File: config.mk
export PLATFORM = sky130hd
export DESIGN_NAME = fetch_queue_flat
export DESIGN_NICKNAME = d
export VERILOG_FILES = /design/src/rtl/fetch_queue_pkg.sv /design/src/rtl/fetch_queue_if.sv /design/src/rtl/fetch_queue_fifo.sv /design/src/rtl/fetch_queue.sv /design/src/flat_wrapper.sv
export SDC_FILE = /design/constraint.sdc
export NUM_CORES = 1
export LEC_CHECK = 0
export CAP_MARGIN = 20
export CORE_ASPECT_RATIO = 1.2
export CORE_MARGIN = 2
export CORE_UTILIZATION = 50
export CTS_CLUSTER_SIZE = 14
export DETAILED_ROUTE_END_ITERATION = 10
export GPL_ROUTABILITY_DRIVEN = 0
export GPL_TIMING_DRIVEN = 0
export PLACE_DENSITY = 0.83
export SLEW_MARGIN = 20
export SYNTH_ARGS = -nofsm -noshare
export SYNTH_HDL_FRONTEND = slang
export SYNTH_HIERARCHICAL = 1
export SYNTH_SLANG_ARGS = --single-unit
File: constraint.sdc
create_clock -name clk -period 4 [get_ports clk]
set_input_delay 1.2 -clock clk [delete_from_list [all_inputs] [get_ports clk]]
set_output_delay 1.2 -clock clk [all_outputs]
set_load 0.03 [all_outputs]
File: src/rtl/fetch_queue_pkg.sv
// Shared types and helpers for the instruction-fetch front end:
// fetch FSM encoding, FIFO entry layout and PC arithmetic.
package fetch_queue_pkg;

    localparam int INSTR_W = 32;
    localparam logic [INSTR_W-1:0] NOP_INSTR = 32'h0;

    typedef enum logic [1:0] {
        S_IDLE = 2'd0,
        S_REQ  = 2'd1,
        S_DROP = 2'd2
    } fetch_state_t;

    typedef struct packed {
        logic [INSTR_W-1:0] pc4;
        logic [INSTR_W-1:0] instr;
    } fifo_entry_t;

    // Next sequential fetch address; wraps modulo 2^32.
    function automatic logic [INSTR_W-1:0] pc_inc(input logic [INSTR_W-1:0] pc);
        return pc + 32'd4;
    endfunction

    // Word-align an address by clearing the byte offset.
    function automatic logic [INSTR_W-1:0] align_pc(input logic [INSTR_W-1:0] pc);
        return {pc[INSTR_W-1:2], 2'b00};
    endfunction

endpackage

File: src/rtl/fetch_queue_if.sv
// Bus bundle of the fetch front end: instruction-memory req/ack port,
// hazard/redirect controls from the pipeline and the IF/ID head outputs.
interface fetch_queue_if;
    import fetch_queue_pkg::*;

    logic               imem_req;
    logic [INSTR_W-1:0] imem_addr;
    logic               imem_ack;
    logic [INSTR_W-1:0] imem_rdata;
    logic               stall;
    logic               redirect;
    logic [INSTR_W-1:0] redirect_pc;
    logic               id_valid;
    logic [INSTR_W-1:0] id_pc4;
    logic [INSTR_W-1:0] id_order;

    modport master (
        output imem_req, imem_addr, id_valid, id_pc4, id_order,
        input  imem_ack, imem_rdata, stall, redirect, redirect_pc
    );

    modport slave (
        input  imem_req, imem_addr, id_valid, id_pc4, id_order,
        output imem_ack, imem_rdata, stall, redirect, redirect_pc
    );

endinterface

File: src/rtl/fetch_queue_fifo.sv
// Synchronous FIFO of {pc4, instr} entries. Flush empties it and wins over
// a simultaneous push; the storage array itself is never reset.
module fetch_queue_fifo
    import fetch_queue_pkg::*;
#(
    parameter int DEPTH = 4,
    parameter int CNT_W = $clog2(DEPTH) + 1
) (
    input  logic             clk,
    input  logic             rst,
    input  logic             push,
    input  logic             pop,
    input  logic             flush,
    input  fifo_entry_t      din,
    output logic [CNT_W-1:0] count,
    output logic             empty,
    output fifo_entry_t      head
);
    localparam int PTR_W = $clog2(DEPTH);

    fifo_entry_t      mem [DEPTH];
    logic [PTR_W-1:0] wr_ptr;
    logic [PTR_W-1:0] rd_ptr;
    logic             do_push;
    logic             do_pop;

    assign empty   = (count == '0);
    assign do_push = push & ~flush;
    assign do_pop  = pop & ~flush & ~empty;
    assign head    = mem[rd_ptr];

    // Pointer and occupancy bookkeeping; flush returns to the empty state.
    always_ff @(posedge clk or negedge rst) begin
        if (!rst) begin
            wr_ptr <= '0;
            rd_ptr <= '0;
            count  <= '0;
        end else if (flush) begin
            wr_ptr <= '0;
            rd_ptr <= '0;
            count  <= '0;
        end else begin
            if (do_push) wr_ptr <= wr_ptr + PTR_W'(1);
            if (do_pop)  rd_ptr <= rd_ptr + PTR_W'(1);
            count <= count + CNT_W'(do_push) - CNT_W'(do_pop);
        end
    end

    // Entry storage, written only on an accepted push.
    always_ff @(posedge clk) begin
        if (do_push) mem[wr_ptr] <= din;
    end

endmodule

File: src/rtl/fetch_queue.sv
// Instruction-fetch front end: owns the fetch PC, issues one req/ack read at
// a time to instruction memory, and buffers returned words with their PC+4.
// A request is only issued when its response is guaranteed a FIFO slot, so the
// FIFO can never overflow regardless of memory latency.
module fetch_queue
    import fetch_queue_pkg::*;
#(
    parameter int                 DEPTH    = 4,
    parameter logic [INSTR_W-1:0] RESET_PC = 32'h0
) (
    input logic           clk,
    input logic           rst,
    fetch_queue_if.master bus
);
    localparam int CNT_W = $clog2(DEPTH) + 1;

    fetch_state_t       state;
    logic [INSTR_W-1:0] fetch_pc;
    logic [INSTR_W-1:0] fetch_pc_inc;
    logic [INSTR_W-1:0] redirect_aligned;
    logic [CNT_W-1:0]   count;
    logic [CNT_W-1:0]   count_next;
    logic               empty;
    logic               push;
    logic               pop;
    logic               space;
    fifo_entry_t        wr_entry;
    fifo_entry_t        head;

    assign redirect_aligned = align_pc(bus.redirect_pc);
    assign fetch_pc_inc     = pc_inc(fetch_pc);

    // Redirect dominates: it kills both the returning word and the ID pop.
    assign push     = (state == S_REQ) & bus.imem_ack & ~bus.redirect;
    assign pop      = ~empty & ~bus.stall & ~bus.redirect;
    assign wr_entry = '{pc4: fetch_pc_inc, instr: bus.imem_rdata};

    // Occupancy after this edge; the next request needs one free slot beyond it.
    always_comb begin
        count_next = count;
        if (bus.redirect) count_next = '0;
        else              count_next = count + CNT_W'(push) - CNT_W'(pop);
    end

    assign space = (count_next < CNT_W'(DEPTH));

    fetch_queue_fifo #(
        .DEPTH (DEPTH),
        .CNT_W (CNT_W)
    ) u_fifo (
        .clk   (clk),
        .rst   (rst),
        .push  (push),
        .pop   (pop),
        .flush (bus.redirect),
        .din   (wr_entry),
        .count (count),
        .empty (empty),
        .head  (head)
    );

    assign bus.id_valid = ~empty;
    assign bus.id_pc4   = empty ? '0 : head.pc4;
    assign bus.id_order = empty ? NOP_INSTR : head.instr;

    // Fetch FSM with registered req/addr; S_DROP keeps the stale request
    // alive until memory acks it, since a request cannot be withdrawn.
    always_ff @(posedge clk or negedge rst) begin
        if (!rst) begin
            state         <= S_IDLE;
            fetch_pc      <= RESET_PC;
            bus.imem_req  <= 1'b0;
            bus.imem_addr <= RESET_PC;
        end else begin
            case (state)
                S_IDLE: begin
                    if (bus.redirect) fetch_pc <= redirect_aligned;
                    if (space) begin
                        state         <= S_REQ;
                        bus.imem_req  <= 1'b1;
                        bus.imem_addr <= bus.redirect ? redirect_aligned : fetch_pc;
                    end
                end
                S_REQ: begin
                    if (bus.imem_ack) begin
                        if (bus.redirect) begin
                            fetch_pc      <= redirect_aligned;
                            bus.imem_addr <= redirect_aligned;
                        end else begin
                            fetch_pc      <= fetch_pc_inc;
                            bus.imem_addr <= fetch_pc_inc;
                            if (!space) begin
                                state        <= S_IDLE;
                                bus.imem_req <= 1'b0;
                            end
                        end
                    end else if (bus.redirect) begin
                        fetch_pc <= redirect_aligned;
                        state    <= S_DROP;
                    end
                end
                S_DROP: begin
                    if (bus.imem_ack) begin
                        state         <= S_REQ;
                        fetch_pc      <= bus.redirect ? redirect_aligned : fetch_pc;
                        bus.imem_addr <= bus.redirect ? redirect_aligned : fetch_pc;
                    end else if (bus.redirect) begin
                        fetch_pc <= redirect_aligned;
                    end
                end
                default: begin
                    state        <= S_IDLE;
                    bus.imem_req <= 1'b0;
                end
            endcase
        end
    end

endmodule

File: src/flat_wrapper.sv
// flat-port wrapper written by rule: the top's interface ports become plain ports
module fetch_queue_flat import fetch_queue_pkg::*;
#(
    parameter int                 DEPTH    = 4,
    parameter logic [INSTR_W-1:0] RESET_PC = 32'h0
)
  (clk, rst, bus_imem_req, bus_imem_addr, bus_id_valid, bus_id_pc4, bus_id_order, bus_imem_ack, bus_imem_rdata, bus_stall, bus_redirect, bus_redirect_pc);
  fetch_queue_if bus_i ();
  input logic clk;
  input logic rst;
  output wire logic [$bits(bus_i.imem_req)-1:0] bus_imem_req;
  output wire logic [$bits(bus_i.imem_addr)-1:0] bus_imem_addr;
  output wire logic [$bits(bus_i.id_valid)-1:0] bus_id_valid;
  output wire logic [$bits(bus_i.id_pc4)-1:0] bus_id_pc4;
  output wire logic [$bits(bus_i.id_order)-1:0] bus_id_order;
  input wire logic [$bits(bus_i.imem_ack)-1:0] bus_imem_ack;
  input wire logic [$bits(bus_i.imem_rdata)-1:0] bus_imem_rdata;
  input wire logic [$bits(bus_i.stall)-1:0] bus_stall;
  input wire logic [$bits(bus_i.redirect)-1:0] bus_redirect;
  input wire logic [$bits(bus_i.redirect_pc)-1:0] bus_redirect_pc;
  assign bus_imem_req = bus_i.imem_req;
  assign bus_imem_addr = bus_i.imem_addr;
  assign bus_id_valid = bus_i.id_valid;
  assign bus_id_pc4 = bus_i.id_pc4;
  assign bus_id_order = bus_i.id_order;
  assign bus_i.imem_ack = bus_imem_ack;
  assign bus_i.imem_rdata = bus_imem_rdata;
  assign bus_i.stall = bus_stall;
  assign bus_i.redirect = bus_redirect;
  assign bus_i.redirect_pc = bus_redirect_pc;
  fetch_queue #(.DEPTH(DEPTH), .RESET_PC(RESET_PC)) u_core (.clk(clk), .rst(rst), .bus(bus_i));
endmodule
# After elaboration in Yosys (flattened, before gate mapping)
# Memory sizes are Yosys's and may differ from the RTL's.
# Index checks and enable logic that the tools add are counted.
# word_totals
mem_bits_rw	256
output_inout_bits	98
word_cells	77
mem_count	1
in_bits	69
register_bits	74
# classes
eq_ne	10
n_bitwise	11
n_lt_le_gt_ge	1
muxes	30
add_sub_neg	7
n_reduce_logical	10
# memory_table
name	depth	width	read_ports	rd_clocked_by_memory_dff	write_ports	line	rtl
u_core.u_fifo.mem	4	64	1	0	1	fetch_queue_fifo.sv:21	fifo_entry_t mem [DEPTH];
# op_table
op	count
32-bit two-way mux	8
32-bit case mux with 3 select lines	1
32-bit case mux with 2 select lines	1
32-bit by 3-bit adder with 32-bit output (second input constant)	1
2-bit two-way mux	10
5-bit AND reduction	2
3-bit != test (second input constant)	3
2-bit != test (second input constant)	4
1-bit bitwise AND	7
3-bit by 1-bit adder with 3-bit output	2
1-bit two-way mux	6
3-bit two-way mux	2
2-bit case mux with 3 select lines	1
2-bit nonzero test	3
3-bit by 1-bit subtractor with 3-bit output	2
2-bit by 1-bit adder with 2-bit output (second input constant)	2
1-bit inverter	4
4-bit AND reduction	1
3-bit logical NOT	1
3-bit < comparator (second input constant)	1
1-bit case mux with 3 select lines	1
3-bit nonzero test	1
2-bit by 1-bit equality test with 1-bit output (second input constant)	1
2-bit equality test (second input constant)	1
3 further kinds	3

# Depth between registers and ports, before layout
# Gate-level depths: netlist of run 1.
# logic_depth
depth_word	11
mapped_depth	15
ltp_nobuf	11

# Modules after synthesis
# The synthesis of run 1 kept the hierarchy.
# by_module_without_submodules
module	instances	seq_area_each_um2	cells_per_inst	area_each_um2
fetch_queue_fifo	1	7862.5	378	9729.3
fetch_queue	1	1676.6	639	5290.1

# Worst setup path after synthesis of run 1
# OpenSTA, ideal clock, no wires.
# synth_timing
path_type	input-to-reg
from	in bus_redirect
to	reg u_core.bus.imem_addr[15]
path_stages	13
path_slack_ns	-0.227
n_path_buf	3
t_required_ns	3.875
setup_ns	0.125
arrival_ns	4.102
cell_sequence	clkbuf_1 -> nor3_2 -> inv_1 -> clkbuf_1 -> ha_1 -> inv_1 -> ha_1 -> nand3b_1 -> nand3_1 -> nor3b_1 -> o31ai_1 -> buf_2 -> mux2_2
# synth_between
elab_chain_cells	8
# synth_rtl
element	line	rtl
start: declaration	flat_wrapper.sv:19	input wire logic [$bits(bus_i.redirect)-1:0] bus_redirect;
1-bit inverter	fetch_queue.sv:34	assign push = (state == S_REQ) & bus.imem_ack & ~bus.redirect;
1-bit bitwise AND	fetch_queue.sv:34	
via u_core.push	fetch_queue.sv:24	logic push;
3-bit by 1-bit adder with 3-bit output	fetch_queue.sv:42	else count_next = count + CNT_W'(push) - CNT_W'(pop);
3-bit by 1-bit subtractor with 3-bit output	fetch_queue.sv:42	
3-bit two-way mux	fetch_queue.sv:41	if (bus.redirect) count_next = '0;
3-bit < comparator	fetch_queue.sv:45	assign space = (count_next < CNT_W'(DEPTH));
2-bit by 1-bit != test with 1-bit output (no line)	n/a	
4-bit AND reduction (no line)	n/a	
end signal: assignment	fetch_queue.sv:81	bus.imem_addr <= bus.redirect ? redirect_aligned : fetch_pc;
end signal: assignment	fetch_queue.sv:88	bus.imem_addr <= redirect_aligned;
end signal: assignment	fetch_queue.sv:91	bus.imem_addr <= fetch_pc_inc;
end: declaration	fetch_queue_if.sv:18	output imem_req, imem_addr, id_valid, id_pc4, id_order,
# The timed path passes the listed nets, and every way through them passes these cells. The select of a mux whose other input is x is not followed.
# A chain may end at the register's enable or synchronous reset.

# Worst setup path in the final report of run 1
# layout_timing
from	in bus_redirect
to	reg u_core.bus.imem_addr[30]
# layout_lines
element	line	rtl
1-bit inverter	fetch_queue.sv:35	assign pop = ~empty & ~bus.stall & ~bus.redirect;
1-bit bitwise AND	fetch_queue.sv:35	
via u_core.pop	fetch_queue.sv:25	logic pop;
3-bit by 1-bit subtractor with 3-bit output	fetch_queue.sv:42	
3-bit two-way mux	fetch_queue.sv:41	
3-bit < comparator	fetch_queue.sv:45	
2-bit by 1-bit != test with 1-bit output (no line)	n/a	
4-bit AND reduction (no line)	n/a	
# The timed path passes the listed nets, and every way through them passes these cells. The select of a mux whose other input is x is not followed.

==> reports/results.ini, run 1 <==
[finish]
seq_area_um2=9539
fin_area_um2=18450
syn_to_final_growth_pct=22.83
n_fill_cell=2141
multi_input_area_um2=4997
drive_gt1_share_pct=16.55
nets=1300
diodes=0

[global_route]
busiest_layer=met2
use_met3_pct=3.572
first_global_vias=9935
grt_pass1_wl_um=55430
grt_overflow_total=0
met2_usage_pct=37.71
antenna_found_initial=0
grt_max_degree=47
grt.total_usage_pct=22.72
use_met1_pct=29.63

[sta]
drv_slew=0
finalCritPeriodShare_pct=97.40
hold_violations=0
setup_viol=0
fin_crit_ns=3.896
max_slew_margin_pct=38.83
tightest_slew_ns=0.9092
fin_setup_tns_ns=0
fmax_mhz=256.7
fin_skew_ns=0.006546
worst_slack_ns=0.1039

[place]
dp_hpwl_um=24730
portBuffers=164
placed_area_um2=17300
pre_cts_ws_ns=-1.477

[pwr]
sequentialPowerShare_pct=45.9
ir_drop_mv=0.3655
switching_share_pct=27.45
p_switching_w=0.002488
p_comb_share_pct=21.0
clkPwrFrac_pct=33.1
powerDensity_nw_per_um2=491.3
intPower_w=0.006577
p_leak_nw=6.330

[logic_synthesis]
netlist_area_um2=15020
yosysMostFrequentCell=edfxtp_1
synth_area_per_cell_um2=14.77
yosysSeqAreaShare_pct=63.51
synthTopCellsByArea=edfxtp_1 51%, dfrtp_1 12%, mux4_2 9.6%
syn_inst=1017
ys_async_sr_fraction_pct=22.42
synth_commonest_cells=256 x edfxtp_1, 74 x dfrtp_1, 72 x nor2b_1, 64 x mux4_2, 43 x clkbuf_1
yosysTopAreaCellShare_pct=51.18
ys_types=70
ys_warn_count=6
ys_ff_latch=330
synth.largest_area_cell=edfxtp_1
synth_nets=1096
synth_edf_count=256
synthFlopType=edfxtp_1

[clock_tree]
clock_latency_ns=0.55
holdBufCountCts=0
clk_path_buf_depth=3
cts_buffers=31
clock-sinks=330
tritoncts=yes
clk_pin_slew_ns=0.06
htree_num_levels=1
clockRootBuffer=clkbuf_16

[route]
drcViolationCount=0
num_vias=9674
wl_per_cell_um=21.88
drtIter0Drc=1193
via_per_inst=5.917
wl_um=35770
ant_nets=0
dr.pass1.iters=5

[min_path]
min_path_type=register to register
hold_depth=1

[floorplanning]
chipHeight_um=193.9
rows=69
ios=167
initial_utilization_pct=50.72
die_area_um2=31450
die-width_um=162.2
core-area_um2=29610

[run]
drv_cap=0

[worst_setup_path]
worstSetupPathType=input port to register
crit_path_start_kind=input port
crit_required_ns=4.43
path_max_fanout=19
crit_arrival_ns=4.33
rr_worst_depth=15
critPathCaptureType=register

[outcome]
status=completed

[cell type report]
type / instances / area share, %
plain buffers: 75 / 2.482
clock inverters: 18 / 1.275
inverters: 31 / 0.6511
flip-flops and latches: 330 / 51.71
clock buffers: 39 / 4.368
multi-input cells: 579 / 27.09
well taps: 390 / 2.645
repair buffers: 173 / 9.786
[layout by cell type, fill, tap and decap left out, types with 14 or more instances in the layout]
master           count
edfxtp_1           256
clkdlybuf4s50_1    159
dfrtp_1             74
nor2b_1             72
mux4_2              64
clkbuf_1            42
nand2_1             40
nor2_1              39
o21ai_0             33
clkbuf_16           31
a21oi_1             30
inv_1               29
mux2_2              24
xor2_1              23
nand2b_1            19
nor4_1              18
xnor2_1             18
nor3_1              17
buf_4               16
nand3_1             14
[power groups by stage]
| stage | Clock, W | Combinational (W) | Sequential, W |
|---|---|---|---|
| 6_report | 0.00300 | 0.00190 | 0.00416 |
| 5_1_grt | 0.00320 | 0.00202 | 0.00419 |
| 4_1_cts | 0.00307 | 0.00187 | 0.00416 |
| 3_5_place_dp | 0 | 0.00185 | 0.00422 |
| 3_3_place_gp | 0 | 0.00179 | 0.00422 |
| 2_1_floorplan | 0 | 0.000911 | 0.00444 |
[cells by family (layout without fill, tap and decap cells)]
kind of cell / after synthesis / count (layout) / share of synthesized area (%)
DFF: 330 / 330 / 63.51
xor gates and xnor gates: 42 / 42 / 2.541
AOI/OAI and AO/OA: 153 / 153 / 6.715
buffers and inverters: 108 / 336 / 3.582
adders and majority gates: 10 / 10 / 0.8831
and+or+nand+nor: 271 / 271 / 10.30
muxes: 103 / 103 / 12.46
[through the flow]
stage	power [W]	cells	hold slack [ns]	utilization [%]
after detailed placement	0.006072	1576	0.4939	58.42
after global routing	0.009408	1635	0.5300	62.30
after global placement	0.006012	1571	0.4917	57.96
after floorplan	0.005348	1017	0.4814	-
after CTS	0.009097	1633	0.5131	62.14
final	0.009065	1635	0.5086	62.30
[worst paths after layout]
check,from,end,slack (ns)
max,bus_redirect,u_core/bus.imem_addr[30],0.10
min,u_core/bus.imem_addr[1],u_core/bus.imem_addr[1],0.51
max reg2reg,u_core/state[0],u_core/bus.imem_addr[30],0.45
min reg2reg,u_core/bus.imem_addr[1],u_core/bus.imem_addr[1],0.51
max in group asynchronous,rst,u_core/bus.imem_addr[1],2.77
min in group asynchronous,rst,u_core/bus.imem_addr[17],0.62
[routing by layer]
layer | share of wire (%) | wire length, µm
met5 | 0 | 0
met4 | 4.7 | 1666
met3 | 7.3 | 2612
met2 | 49 | 17410
met1 | 39 | 14070
[flip-flops by register name, indices dropped and copies added, names as in the netlist]
signal	cells
u_core/bus.imem_addr	32
u_core/bus.imem_req	1
u_core/fetch_pc	32
u_core/state	2
u_core/u_fifo/count	3
u_core/u_fifo/mem	256
u_core/u_fifo/rd_ptr	2
u_core/u_fifo/wr_ptr	2
[timing repair]
| action | CTS | global route |
|---|---|---|
| setup buffers | 2 | 2 |
| pin swaps | 1 | 2 |
| hold endpoints to repair | 0 | 0 |
| setup endpoints to repair | 84 | 65 |
| resized for setup | 16 | 15 |
[worst max-delay path, stage by stage]
cell             delay (ns)
clkdlybuf4s50_1        0.45
clkbuf_4               0.25
clkbuf_8               0.25
nor3_2                 0.22
ha_1                   0.21
inv_1                  0.05
ha_1                   0.26
nand3b_1               0.13
a21oi_2                0.23
nor3b_4                0.10
o31ai_4                0.27
buf_4                  0.18
buf_6                  0.17
mux2_2                 0.35
Power figures use the tool's default switching activity.
==> inputs of run 2 (changes only) <==
--- a/config.mk
+++ b/config.mk
@@ -5,6 +5,7 @@
 export SDC_FILE = /design/constraint.sdc
 export NUM_CORES = 1
 export LEC_CHECK = 0
+export ABC_CLOCK_PERIOD_IN_PS = 4000
 export CAP_MARGIN = 20
 export CORE_ASPECT_RATIO = 1.2
 export CORE_MARGIN = 2
@@ -14,7 +15,6 @@
 export GPL_ROUTABILITY_DRIVEN = 0
 export GPL_TIMING_DRIVEN = 0
 export PLACE_DENSITY = 0.83
-export SLEW_MARGIN = 20
 export SYNTH_ARGS = -nofsm -noshare
 export SYNTH_HDL_FRONTEND = slang
 export SYNTH_HIERARCHICAL = 1
==> run 2 against run 1 <==
Setup slack lost 0.040 ns. Critical path type unchanged. Highest routed layer unchanged. Sequential cell count is the same. Combinational power is essentially flat. Sequential share of layout area shrank 0.45 points. Clock skew grew 0.015 ns.
==> reports/results.ini, run 2 (synthesis gave the netlist of run 1 again) <==
[outcome]
status=completed

[min_path]
hold_end=u_core/bus.imem_addr[1]
min-delay-start=u_core/bus.imem_addr[1]
min_path_type=register to register
hold_depth=1  ; unchanged

[sta]
setup_viol=0  ; unchanged
fin_crit_ns=3.936  ; +0.03971 ns
tightest_slew_ns=0.9960  ; +0.08681 ns
fin_skew_ns=0.02137  ; +0.01482 ns
fin_setup_tns_ns=0  ; unchanged
drv_slew=0  ; unchanged
max_slew_margin_pct=32.99  ; -5.8 points
hold_violations=0  ; unchanged
finalCritPeriodShare_pct=98.40  ; +0.99 points
fmax_mhz=254.1  ; -1.0%

[worst_setup_path]
crit_path_start_kind=input port
r2r_slack_ns=0.29  ; -0.16 ns
crit_family=buffers and inverters
path_max_fanout=10  ; -9
r2r_end=u_core/bus.imem_addr[16]
rr_worst_depth=16  ; +1
critPathCaptureType=register
worstSetupPathType=input port to register
path_cells=clkdlybuf4s50_1 -> buf_6 -> nor3_4 -> clkinvlp_4 -> ha_1 -> inv_1 -> ha_1 -> nand3b_1 -> nand3_1 -> nor3b_4 -> buf_4 -> o31ai_4 -> buf_6 -> buf_6 -> mux2_2
slowest_delay_ns=0.47  ; +0.02 ns
crit_required_ns=4.38  ; -0.05 ns
crit_path_frequent_cell=buf_6
cp_slowest_cell=clkdlybuf4s50_1
crit-reg2reg-launch=u_core/state[0]
crit_arrival_ns=4.32  ; about the same
crit_buf_inv=7  ; +1

[floorplanning]
core-area_um2=29610  ; unchanged
ios=167  ; unchanged
initial_utilization_pct=50.72  ; unchanged
chipHeight_um=193.9  ; unchanged
rows=69  ; unchanged
die_area_um2=31450  ; unchanged
die-width_um=162.2  ; unchanged

[pwr]
intPower_w=0.006777  ; +3.0%
p_leak_nw=6.403  ; +1.1%
p_switching_w=0.002569  ; +3.2%
switching_share_pct=27.49  ; +0.037 points
sequentialPowerShare_pct=44.5  ; -1.4 points
ir_drop_mv=0.3949  ; +8.1%
p_comb_share_pct=20.6  ; -0.4 points
powerDensity_nw_per_um2=502.1  ; +2.2%
finalPower_w=0.009345  ; +3.1%
clkPwrFrac_pct=34.9  ; +1.8 points

[route]
drcViolationCount=0  ; unchanged
num_vias=9772  ; +1.0%
dr.pass1.iters=6  ; +1
drtIter0Drc=1338  ; +12%
wl_per_cell_um=22.07  ; +0.88%
ant_nets=0  ; unchanged
via_per_inst=5.940  ; +0.40%
wl_um=36300  ; +1.5%

[finish]
n_fill_cell=2131  ; -0.47%
syn_to_final_growth_pct=23.92
largest_reg_flops=256  ; unchanged
nets=1309  ; +0.69%
post-route-util_pct=62.85  ; +0.55 points
layout_common_cells=256 x edfxtp_1, 160 x clkdlybuf4s50_1, 74 x dfrtp_1
top_register=u_core/u_fifo/mem
diodes=0  ; unchanged
instances_no_fill=1645  ; +0.61%
final_common_cell=edfxtp_1
reg_top3=u_core/u_fifo/mem x256, u_core/bus.imem_addr x32, u_core/fetch_pc x32
drive_gt1_share_pct=17.53  ; +0.98 points

[global_route]
grt_overflow_total=0  ; unchanged
first_global_vias=9831  ; -1.0%
antenna_found_initial=0  ; unchanged
grt.total_usage_pct=23.02  ; +0.30 points
grt_pass1_wl_um=55740  ; +0.55%
grt_max_degree=48  ; +2.1%

[clock_tree]
htree_num_levels=2  ; +1
clock_latency_ns=0.52  ; -0.03 ns
tritoncts=yes
clock-sinks=330  ; unchanged
cts_buffers=34  ; +9.7%
clk_pin_slew_ns=0.06  ; about the same
holdBufCountCts=0  ; unchanged
clockRootBuffer=clkbuf_16
clk_path_buf_depth=3  ; unchanged

[place]
portBuffers=164  ; unchanged
dp_hpwl_um=24610  ; -0.50%
numPlacedInstances=1576  ; unchanged

[run]
drv_cap=0  ; unchanged

## run 2: stage by stage
step	cell area (µm²)	setup WS, ns	hold slack [ns]
floorplan	15030	0.03958	0.4814
global placement	17160	-1.845	0.4917
detailed placement	17300	-1.483	0.4939
CTS	18500	0.01646	0.5128
global route	18610	-0.05343	0.5282
finish	18610	0.06416	0.5073
## run 2: final cells by class
class,instances,area [µm²],share of cell area (%)
sequential,330,9539,51.25
multi-input combinational,579,5004,26.88
timing repair buffer,179,1852,9.950
clock buffer,40,894.6,4.807
tap,390,488.0,2.622
buffer,75,457.9,2.461
clock inverter,21,256.5,1.378
inverter,31,120.1,0.6454
## run 2: power by group through the flow
stage / clock [W] / combinational, W / sequential [W]
2_1_floorplan: 0 / 0.000911 / 0.00444
3_3_place_gp: 0 / 0.00179 / 0.00422
3_5_place_dp: 0 / 0.00185 / 0.00422
4_1_cts: 0.00332 / 0.00187 / 0.00416
5_1_grt: 0.00345 / 0.00205 / 0.00419
6_report: 0.00326 / 0.00192 / 0.00416
## run 2: what timing repair did
item	in CTS	in global routing
cloned	0	1
pin swaps	1	2
endpoints found under the hold margin	0	0
resized for setup	15	19
setup endpoints to repair	84	69
setup buffers	2	7
## run 2: worst max-delay path by stage
stage / to / cells past startpoint / slack (ns) / start
floorplan: u_core/u_fifo/mem[0][0] / 4 / 0.04 / bus_redirect
global placement: u_core/u_fifo/mem[2][23] / 5 / -1.85 / bus_redirect
detailed placement: u_core/bus.imem_addr[6] / 14 / -1.48 / bus_redirect
CTS: bus_id_pc4[25] / 5 / 0.02 / u_core/u_fifo/count[1]
global route: u_core/bus.imem_addr[17] / 15 / -0.05 / bus_redirect
finish: u_core/bus.imem_addr[16] / 15 / 0.06 / bus_redirect
## run 2: routing by layer
metal / up-vias / global-route usage (%) / share of wire [%]
met5: - / 0 / 0
met4: 0 / 8.718 / 4.4
met3: 134 / 4.107 / 7.5
met2: 554 / 38.60 / 49
met1: 4780 / 30.06 / 39
li1: 4304 / - / -
## run 2: worst register-to-register path: stages (launching register included)
cell        delay [ns]
dfrtp_1           0.33
clkbuf_1          0.39
nand2b_1          0.10
clkbuf_1          0.30
nor3_4            0.31
clkinvlp_4        0.18
ha_1              0.21
inv_1             0.05
ha_1              0.22
nand3b_1          0.14
nand3_1           0.11
nor3b_4           0.16
buf_4             0.17
o31ai_4           0.25
buf_6             0.16
buf_6             0.16
mux2_2            0.35
==> inputs of run 3 (changes only) <==
--- a/config.mk
+++ b/config.mk
@@ -5,7 +5,7 @@
 export SDC_FILE = /design/constraint.sdc
 export NUM_CORES = 1
 export LEC_CHECK = 0
-export ABC_CLOCK_PERIOD_IN_PS = 4000
+export ABC_CLOCK_PERIOD_IN_PS = 3800
 export CAP_MARGIN = 20
 export CORE_ASPECT_RATIO = 1.2
 export CORE_MARGIN = 2
==> constraint.sdc (replaced) <==
create_clock -name clk -period 3.8 [get_ports clk]
set_input_delay 1.14 -clock clk [delete_from_list [all_inputs] [get_ports clk]]
set_output_delay 1.14 -clock clk [all_outputs]
set_load 0.03 [all_outputs]
==> run 3 against run 2 <==
Count of clock-buffer cells in the layout is 3 higher. Combinational power up 4%. Non-clock buffer count fell by 3. Critical path depth unchanged. Global-route usage fell by 0.46 points. Utilization decreased by 0.54 points. Setup slack improved by 0.014 ns. Clock skew up 0.0025 ns. Largest power group unchanged.
==> reports/results.ini, run 3 (synthesis gave the netlist of run 1 again) <==
[sta]
hold_violations=0  ; unchanged
fmax_mhz=268.7
fin_skew_ns=0.02384  ; +0.002471 ns
drv_slew=0  ; unchanged
tightest_slew_ns=0.9770  ; -0.01906 ns
setup_viol=0  ; unchanged
max_slew_margin_pct=34.27  ; +1.3 points
rsz0062_at_grt=false
finalCritPeriodShare_pct=97.94
whs_ns=0.4531  ; -0.05424 ns
fin_crit_ns=3.722

[route]
wl_um=35620  ; -1.9%
num_vias=9619  ; -1.6%
via_per_inst=5.869  ; -1.2%
wl_per_cell_um=21.73  ; -1.5%
dr.pass1.iters=6  ; unchanged
ant_nets=0  ; unchanged
drtIter0Drc=1235  ; -7.7%
drcViolationCount=0  ; unchanged

[pwr]
powerDensity_nw_per_um2=504.2  ; +0.41%
intPower_w=0.006671  ; -1.6%
switching_share_pct=28.30  ; +0.81 points
ir_drop_mv=0.3475  ; -12%
p_comb_share_pct=21.5  ; +0.9 points
sequentialPowerShare_pct=47.1  ; +2.6 points
p_switching_w=0.002632  ; +2.5%
clkPwrFrac_pct=31.5  ; -3.4 points
p_leak_nw=6.744  ; +5.3%

[worst_setup_path]
worstSetupPathType=input port to register
crit_path_start_kind=input port
path_max_fanout=10  ; unchanged
rr_worst_depth=16  ; unchanged
critPathCaptureType=register
crit_arrival_ns=4.16  ; -0.16 ns
crit_required_ns=4.24  ; -0.14 ns

[place]
portBuffers=164  ; unchanged
dp_hpwl_um=24140  ; -1.9%
numPlacedInstances=1576  ; unchanged
placed_area_um2=17320  ; +0.14%

[finish]
top_register=u_core/u_fifo/mem
post-route-util_pct=62.31  ; -0.54 points
diodes=0  ; unchanged
final_common_cell=edfxtp_1
largest_reg_flops=256  ; unchanged
layout_common_cells=256 x edfxtp_1, 121 x clkdlybuf4s50_1, 74 x dfrtp_1
fin_area_um2=18450  ; -0.86%
reg_top3=u_core/u_fifo/mem x256, u_core/bus.imem_addr x32, u_core/fetch_pc x32
syn_to_final_growth_pct=22.85
drive_gt1_share_pct=16.97  ; -0.56 points
instances_no_fill=1639  ; -0.36%
n_fill_cell=2121  ; -0.47%
nets=1303  ; -0.46%

[floorplanning]
core-area_um2=29610  ; unchanged
die-width_um=162.2  ; unchanged
die_area_um2=31450  ; unchanged
chipHeight_um=193.9  ; unchanged
rows=69  ; unchanged
initial_utilization_pct=50.72  ; unchanged
ios=167  ; unchanged

[global_route]
grt_pass1_wl_um=55020  ; -1.3%
antenna_found_initial=0  ; unchanged
first_global_vias=9721  ; -1.1%
grt_overflow_total=0  ; unchanged
grt_max_degree=60  ; +25%
grt.total_usage_pct=22.55  ; -0.46 points

[clock_tree]
clock_latency_ns=0.57  ; +0.05 ns
clk_pin_slew_ns=0.06  ; about the same
tritoncts=yes
cts_buffers=31  ; -8.8%
holdBufCountCts=0  ; unchanged
clk_path_buf_depth=3  ; unchanged
clock-sinks=330  ; unchanged
clockRootBuffer=clkbuf_16
htree_num_levels=1  ; -1

[outcome]
status=completed

[run]
drv_cap=0  ; unchanged

[min_path]
min_path_type=input port to async pin

-- run 3: through the flow --
stage                     power (W)  setup TNS, ns  setup WS (ns)
after floorplan            0.005633              0       0.002560
after global placement     0.006331        -316.99         -1.445
after detailed placement   0.006390         -60.43         -1.562
after CTS                  0.009339              0      0.0004823
after global routing       0.009667              0       0.004499
final                      0.009303              0        0.07816
-- run 3: worst max-delay path, cell delays in order --
cell             delay [ns]
clkdlybuf4s50_1        0.46
buf_6                  0.19
nor3_4                 0.24
inv_1                  0.11
buf_4                  0.21
ha_1                   0.19
inv_1                  0.05
ha_1                   0.22
nand3b_1               0.14
nand3_1                0.10
nor3b_4                0.19
o31ai_4                0.20
buf_4                  0.18
buf_6                  0.17
mux2_2                 0.35
-- run 3: routing by layer --
metal  vias to the layer above  global-route usage [%]  routed length (µm)
met5                         -                       0                   0
met4                         0                   8.587                1494
met3                       117                   3.123                2586
met2                       509                   38.20               17620
met1                      4691                   29.70               13920
li1                       4302                       -                   -
-- run 3: area by class of cell --
| type | instances | area, µm² | area share [%] |
|---|---|---|---|
| sequential | 330 | 9539 | 51.70 |
| multi-input combinational | 579 | 5004 | 27.12 |
| timing repair buffer | 175 | 1848 | 10.02 |
| clock buffer | 43 | 860.8 | 4.665 |
| tap | 390 | 488.0 | 2.645 |
| buffer | 76 | 485.5 | 2.631 |
| inverter | 31 | 116.4 | 0.6306 |
| clock inverter | 15 | 110.1 | 0.5967 |
-- run 3: path summary, 6_finish.rpt --
| check | from | to | slack (ns) |
|---|---|---|---|
| max reg2reg | u_core/state[0] | u_core/bus.imem_addr[30] | 0.24 |
| min in group clk | u_core/bus.imem_addr[4] | u_core/bus.imem_addr[4] | 0.51 |
| max | bus_redirect | u_core/bus.imem_addr[30] | 0.08 |
| min | rst | u_core/fetch_pc[22] | 0.45 |
| max in group asynchronous | rst | u_core/fetch_pc[30] | 2.76 |
| min reg2reg | u_core/bus.imem_addr[4] | u_core/bus.imem_addr[4] | 0.51 |
-- run 3: repair_timing --
item	4_1_cts	5_1_grt
gates resized for setup	43	29
buffers inserted	5	1
setup endpoints to repair	102	56
pin swaps	2	0
-- run 3: power groups by stage --
stage                     logic, W  clock network (W)  registers [W]
after floorplan           0.000964                  0        0.00467
after global placement     0.00189                  0        0.00444
after detailed placement   0.00195                  0        0.00444
after CTS                  0.00198            0.00299        0.00438
after global routing       0.00213            0.00313        0.00440
final                      0.00200            0.00293        0.00438
